## config.mk

```make
export PLATFORM = sky130hd
export DESIGN_NAME = reg_mux_n
export DESIGN_NICKNAME = d
export VERILOG_FILES = /design/src/rtl/reg_mux_n.sv
export SDC_FILE = /design/constraint.sdc
export NUM_CORES = 1
export LEC_CHECK = 0
export CORE_MARGIN = 4
export CORE_UTILIZATION = 37
export CTS_CLUSTER_DIAMETER = 80
export DETAILED_ROUTE_END_ITERATION = 8
export PLACE_DENSITY = 0.84
export SLEW_MARGIN = 20
export SYNTH_ARGS = -nofsm -noshare
export SYNTH_HDL_FRONTEND = slang
export SYNTH_SLANG_ARGS = --single-unit
```

## constraint.sdc

```tcl
create_clock -name CLK -period 3.51 [get_ports CLK]
set_input_delay 0.5265 -clock CLK [delete_from_list [all_inputs] [get_ports CLK]]
set_output_delay 0.5265 -clock CLK [all_outputs]
set_load 0.005 [all_outputs]
```

## src/rtl/reg_mux_n.sv

```systemverilog
// reg_mux_n: registered NUM_IN-to-1 multiplexer of WIDTH-bit channels.
// Selection is either direct (sel) or a round-robin scan pointer. The mode
// input is used combinationally for each capture. The state register only
// tracks which mode was last in effect.
// Optional feature macro: REG_MUX_N_PARITY_EN adds par_out, the registered
// XOR reduction of the captured word.
module reg_mux_n #(
  parameter int WIDTH  = 16,
  parameter int NUM_IN = 4,
  parameter int SEL_W  = 2
) (
  input  logic                    CLK,
  input  logic                    Reset,
  input  logic [WIDTH*NUM_IN-1:0] din,
  input  logic [SEL_W-1:0]        sel,
  input  logic                    en,
  input  logic                    mode,
  output logic [WIDTH-1:0]        mux_out,
  output logic                    out_valid,
  output logic [SEL_W-1:0]        cur_sel,
  output logic                    sel_err,
  output logic                    wrap
`ifdef REG_MUX_N_PARITY_EN
  ,
  output logic                    par_out
`endif
);

  // Last legal channel index, and the channel count widened by one bit so it
  // is representable even when NUM_IN == 2**SEL_W.
  localparam logic [SEL_W-1:0] LAST_IDX = SEL_W'(NUM_IN - 1);
  localparam logic [SEL_W:0]   NUM_IN_X = (SEL_W + 1)'(NUM_IN);

  typedef enum logic {
    ST_DIRECT = 1'b0,
    ST_SCAN   = 1'b1
  } state_t;

  state_t state_q, state_d;

  logic [WIDTH-1:0] mux_out_q, mux_out_d;
  logic             out_valid_q, out_valid_d;
  logic [SEL_W-1:0] cur_sel_q, cur_sel_d;
  logic             sel_err_q, sel_err_d;
  logic             wrap_q, wrap_d;
  logic [SEL_W-1:0] scan_ptr_q, scan_ptr_d;

  logic [WIDTH-1:0] chan [NUM_IN];
  logic [SEL_W-1:0] capt_idx;
  logic             sel_in_range;
  logic [WIDTH-1:0] picked;
  logic [SEL_W-1:0] sel_succ;
  logic [SEL_W-1:0] scan_succ;

  // Unpack the flat channel bus into one word per channel.
  generate
    for (genvar gi = 0; gi < NUM_IN; gi++) begin : g_chan
      assign chan[gi] = din[gi*WIDTH +: WIDTH];
    end
  endgenerate

  // Index used for this cycle's capture, and range check of the direct select.
  assign capt_idx     = mode ? scan_ptr_q : sel;
  assign sel_in_range = ({1'b0, sel} < NUM_IN_X);
  assign sel_succ     = (sel == LAST_IDX) ? '0 : sel + SEL_W'(1);
  assign scan_succ    = (scan_ptr_q == LAST_IDX) ? '0 : scan_ptr_q + SEL_W'(1);

  // Channel pick by comparison so an out-of-range index yields zero.
  always_comb begin
    picked = '0;
    for (int k = 0; k < NUM_IN; k++) begin
      if (capt_idx == SEL_W'(k)) begin
        picked = chan[k];
      end
    end
  end

  // Mode-tracking state: follows the mode input one cycle later.
  always_comb begin
    state_d = state_q;
    unique case (state_q)
      ST_DIRECT: if (mode)  state_d = ST_SCAN;
      ST_SCAN:   if (!mode) state_d = ST_DIRECT;
      default:   state_d = ST_DIRECT;
    endcase
  end

  // Capture datapath next-state: hold on en=0, otherwise direct or scan capture.
  always_comb begin
    mux_out_d   = mux_out_q;
    out_valid_d = 1'b0;
    cur_sel_d   = cur_sel_q;
    sel_err_d   = sel_err_q;
    wrap_d      = 1'b0;
    scan_ptr_d  = scan_ptr_q;
    if (en) begin
      out_valid_d = 1'b1;
      cur_sel_d   = capt_idx;
      if (mode) begin
        mux_out_d  = picked;
        sel_err_d  = 1'b0;
        wrap_d     = (scan_ptr_q == LAST_IDX);
        scan_ptr_d = scan_succ;
      end else if (sel_in_range) begin
        mux_out_d  = picked;
        sel_err_d  = 1'b0;
        scan_ptr_d = sel_succ;
      end else begin
        mux_out_d  = '0;
        sel_err_d  = 1'b1;
      end
    end
  end

  // State and output registers with synchronous reset.
  always_ff @(posedge CLK) begin
    if (Reset) begin
      state_q     <= ST_DIRECT;
      mux_out_q   <= '0;
      out_valid_q <= 1'b0;
      cur_sel_q   <= '0;
      sel_err_q   <= 1'b0;
      wrap_q      <= 1'b0;
      scan_ptr_q  <= '0;
    end else begin
      state_q     <= state_d;
      mux_out_q   <= mux_out_d;
      out_valid_q <= out_valid_d;
      cur_sel_q   <= cur_sel_d;
      sel_err_q   <= sel_err_d;
      wrap_q      <= wrap_d;
      scan_ptr_q  <= scan_ptr_d;
    end
  end

  assign mux_out   = mux_out_q;
  assign out_valid = out_valid_q;
  assign cur_sel   = cur_sel_q;
  assign sel_err   = sel_err_q;
  assign wrap      = wrap_q;

`ifdef REG_MUX_N_PARITY_EN
  logic par_q, par_d;

  // Parity of the word being captured; out-of-range captures are zero, so
  // their parity is zero as well.
  always_comb begin
    par_d = par_q;
    if (en) begin
      par_d = ^mux_out_d;
    end
  end

  // Parity register, same enable and reset as the data register.
  always_ff @(posedge CLK) begin
    if (Reset) begin
      par_q <= 1'b0;
    end else begin
      par_q <= par_d;
    end
  end

  assign par_out = par_q;
`endif

endmodule

```

==> qor.yml <==
status: "completed"
cts_tree: "built"
dr_total_vias: 1448
ir_worst_vdd_mv: 0.1336
fin_skew_ns: 0.001043
gp_congestion: 0.7456
grt_max_degree: 22
wl_per_cell_um: 16.14
portBuffers: 89
dr.pass1.iters: 4
cts_setup_buffers: 0
slew_headroom_pct: 46.16
yosys.area.top_type: "dfxtp_1"
cts_repair_resize_count: 0
placed_cells: 265
fp.coreArea_um2: 3128
die-area_um2: 4326
crit_slowest_cell: "clkdlybuf4s50_1"
clk_path_buf_depth: 2
period_minus_slack_ns: 2.303
clock_latency_ns: 0.30
syn_inst: 140
ys.warnings.count: 0
fin_tns_setup_ns: 0
areaGrowthSynthToFinish_pct: 76.39
row_count: 20
crit_chain: "clkdlybuf4s50_1, mux2i_4, buf_4, nor2b_1, a211oi_1, o21ai_1"
antenna_found_initial: 0
ys_ff_latch: 22
drc_errors: 0
finalCritPeriodShare_pct: 65.62
rsz0062_at_grt: "no"
fill_cells: 244
final_cells: 269
clock_sinks: 22
place_ws_ns: 0.8741
die_w_um: 65.77
final-hold-violation-count: 0
postRouteWirelength_um: 4343
grt_pass1_wl_um: 6824
layout.nets: 298
yosysSeqAreaShare_pct: 35.66
dp_hpwl_um: 3496
cap_violations: 0
maxSlewViolCount: 0
cp_num_buf_inv: 2
postRouteAntennaNets: 0
setup_slack_ns: 1.207
worstPathArrival_ns: 2.51
io_pins: 91
start_util_pct: 39.48
grt_overflow: 0
cts_inserted_buffers: 3
synth_cell_type_count: 30
grt_pass1_vias: 1474
power_density_nw_per_um2: 294.5
hold_buffers: 0
htree_levels: 1
crit_type: "primary input to register"
path_max_fanout: 20
synth_fp_nets: 212
cts_root_buf: "clkbuf_4"
ys_top_cells_by_area: "dfxtp_1 36%, a211oi_1 8.5%, o221ai_1 7.1%"
hold_path.class: "register to register"
syn_area_um2: 1235
max_slew.worst_pin.slew_ns: 0.8059
leakagePower_nw: 0.7701
grt_usage_pct: 20.16
synth_top_area_share_pct: 35.66
die_y_um: 65.77
drive_above_1_share_pct: 4.889
cp-start-kind: "primary input"
diodes: 0
setup_viol: 0
avgSynthCellArea_um2: 8.821
drt_iter0_drc: 66
crit_required_ns: 3.71
max_freq_ghz: 0.4342
critPathCaptureType: "register"
crit_family: "buffers and inverters"
final_core_util_pct: 69.64
via_per_inst: 5.383
clk_pin_slew_worst_paths_ns: 0.12
max_stage_delay_ns: 0.79
[flip-flops by register name, summed over array words and instances (netlist names)]
| register | count |
|---|---|
| scan_ptr_q | 2 |
| cur_sel | 2 |
| mux_out | 16 |
| out_valid | 1 |
| wrap | 1 |
[placed cells by master (no fill, tap or decap), drive strengths merged]
cell,Yosys,final
dfxtp,22,22
nand3,1,1
o21a,1,1
o22ai,1,1
mux4,1,1
buf,7,2
a211oi,14,14
nand2b,1,1
a311oi,5,5
clkdlybuf4s50,0,89
nor2,12,12
a21oi,1,1
clkbuf,3,4
and3,1,1
a22oi,4,4
nor2b,11,11
o221ai,10,10
nand2,19,19
nor3,1,1
ha,2,2
o22a,1,1
o21ai,11,11
a21boi,1,1
mux2,5,5
mux2i,4,4
conb,1,1
[routing by layer]
metal  part of all wire [%]  wire (um)  vias up  global-route usage, %
met2                     45       1976       87                  35.17
met1                     43       1876      660                  23.70
li1                       -          -      699                      -
met3                     11        465        2                  5.952
met5                      0          0        -                      0
met4                   0.58         25        0                  5.699
[power breakdown]
part           total, mW  switching, mW  leakage (nW)  internal, mW
combinational      0.219         0.0798         0.567         0.139
sequential         0.285         0.0144         0.182         0.270
clock              0.138         0.0748        0.0210        0.0632
total              0.642          0.169         0.770         0.473
[final timing paths]
kind / start / end / slack [ns] / depth (start not counted)
worst min register to register: mux_out[5]$_SDFFE_PP0P_ / mux_out[5]$_SDFFE_PP0P_ / 0.46 / 2
worst max-delay path: mode / mux_out[1]$_SDFFE_PP0P_ / 1.21 / 6
worst max register to register: scan_ptr_q[0]$_SDFFE_PP0P_ / mux_out[9]$_SDFFE_PP0P_ / 1.91 / 4
worst min-delay path: mux_out[5]$_SDFFE_PP0P_ / mux_out[5]$_SDFFE_PP0P_ / 0.46 / 2
[cells in the mapped netlist (all sizes together)]
library cell and count:
a21oi 1, mux2i 4, o221ai 10, a21boi 1, a22oi 4, o22ai 1, nand2 19, o21ai 11
o21a 1, dfxtp 22, nor2b 11, nor3 1, ha 2, clkbuf 3, nand2b 1, and3 1
mux2 5, mux4 1, conb 1, buf 7, a211oi 14, o22a 1, nand3 1, nor2 12
a311oi 5
[cell type report]
cell class	count	area, um2	share of cell area [%]
clock buffers	4	36.28	1.666
multi-input cells	108	740.7	34.00
flip-flops and latches	22	440.4	20.22
well taps	44	55.05	2.527
repair buffers	91	905.9	41.59
[worst min-delay path, stage by stage, from the launching register on]
cell	delay, ns
dfxtp_1	0.33
nand2_1	0.05
o21ai_1	0.05
[stage by stage]
| step | power (mW) | cell area [um2] | hold slack, ns |
|---|---|---|---|
| detailed placement | 0.5090 | 2142 | 0.4434 |
| finish | 0.6416 | 2178 | 0.4596 |
| global route | 0.6744 | 2178 | 0.4816 |
| floorplan | 0.3751 | 1235 | 0.4460 |
| global placement | 0.5022 | 2142 | 0.4361 |
| CTS | 0.6471 | 2178 | 0.4597 |
[logic make-up (layout without fill, tap and decap cells)]
family	after synthesis	count (layout)	share of synthesized area, %
AOI/OAI and AO/OA	49	49	28.88
muxes	10	10	11.65
and+or+nand+nor	46	46	17.12
adders and majority gates	2	2	2.026
other	1	1	0.3037
DFF	22	22	35.66
buffers and inverters	10	95	4.357
Note: power is estimated with default switching activity, not from simulation.
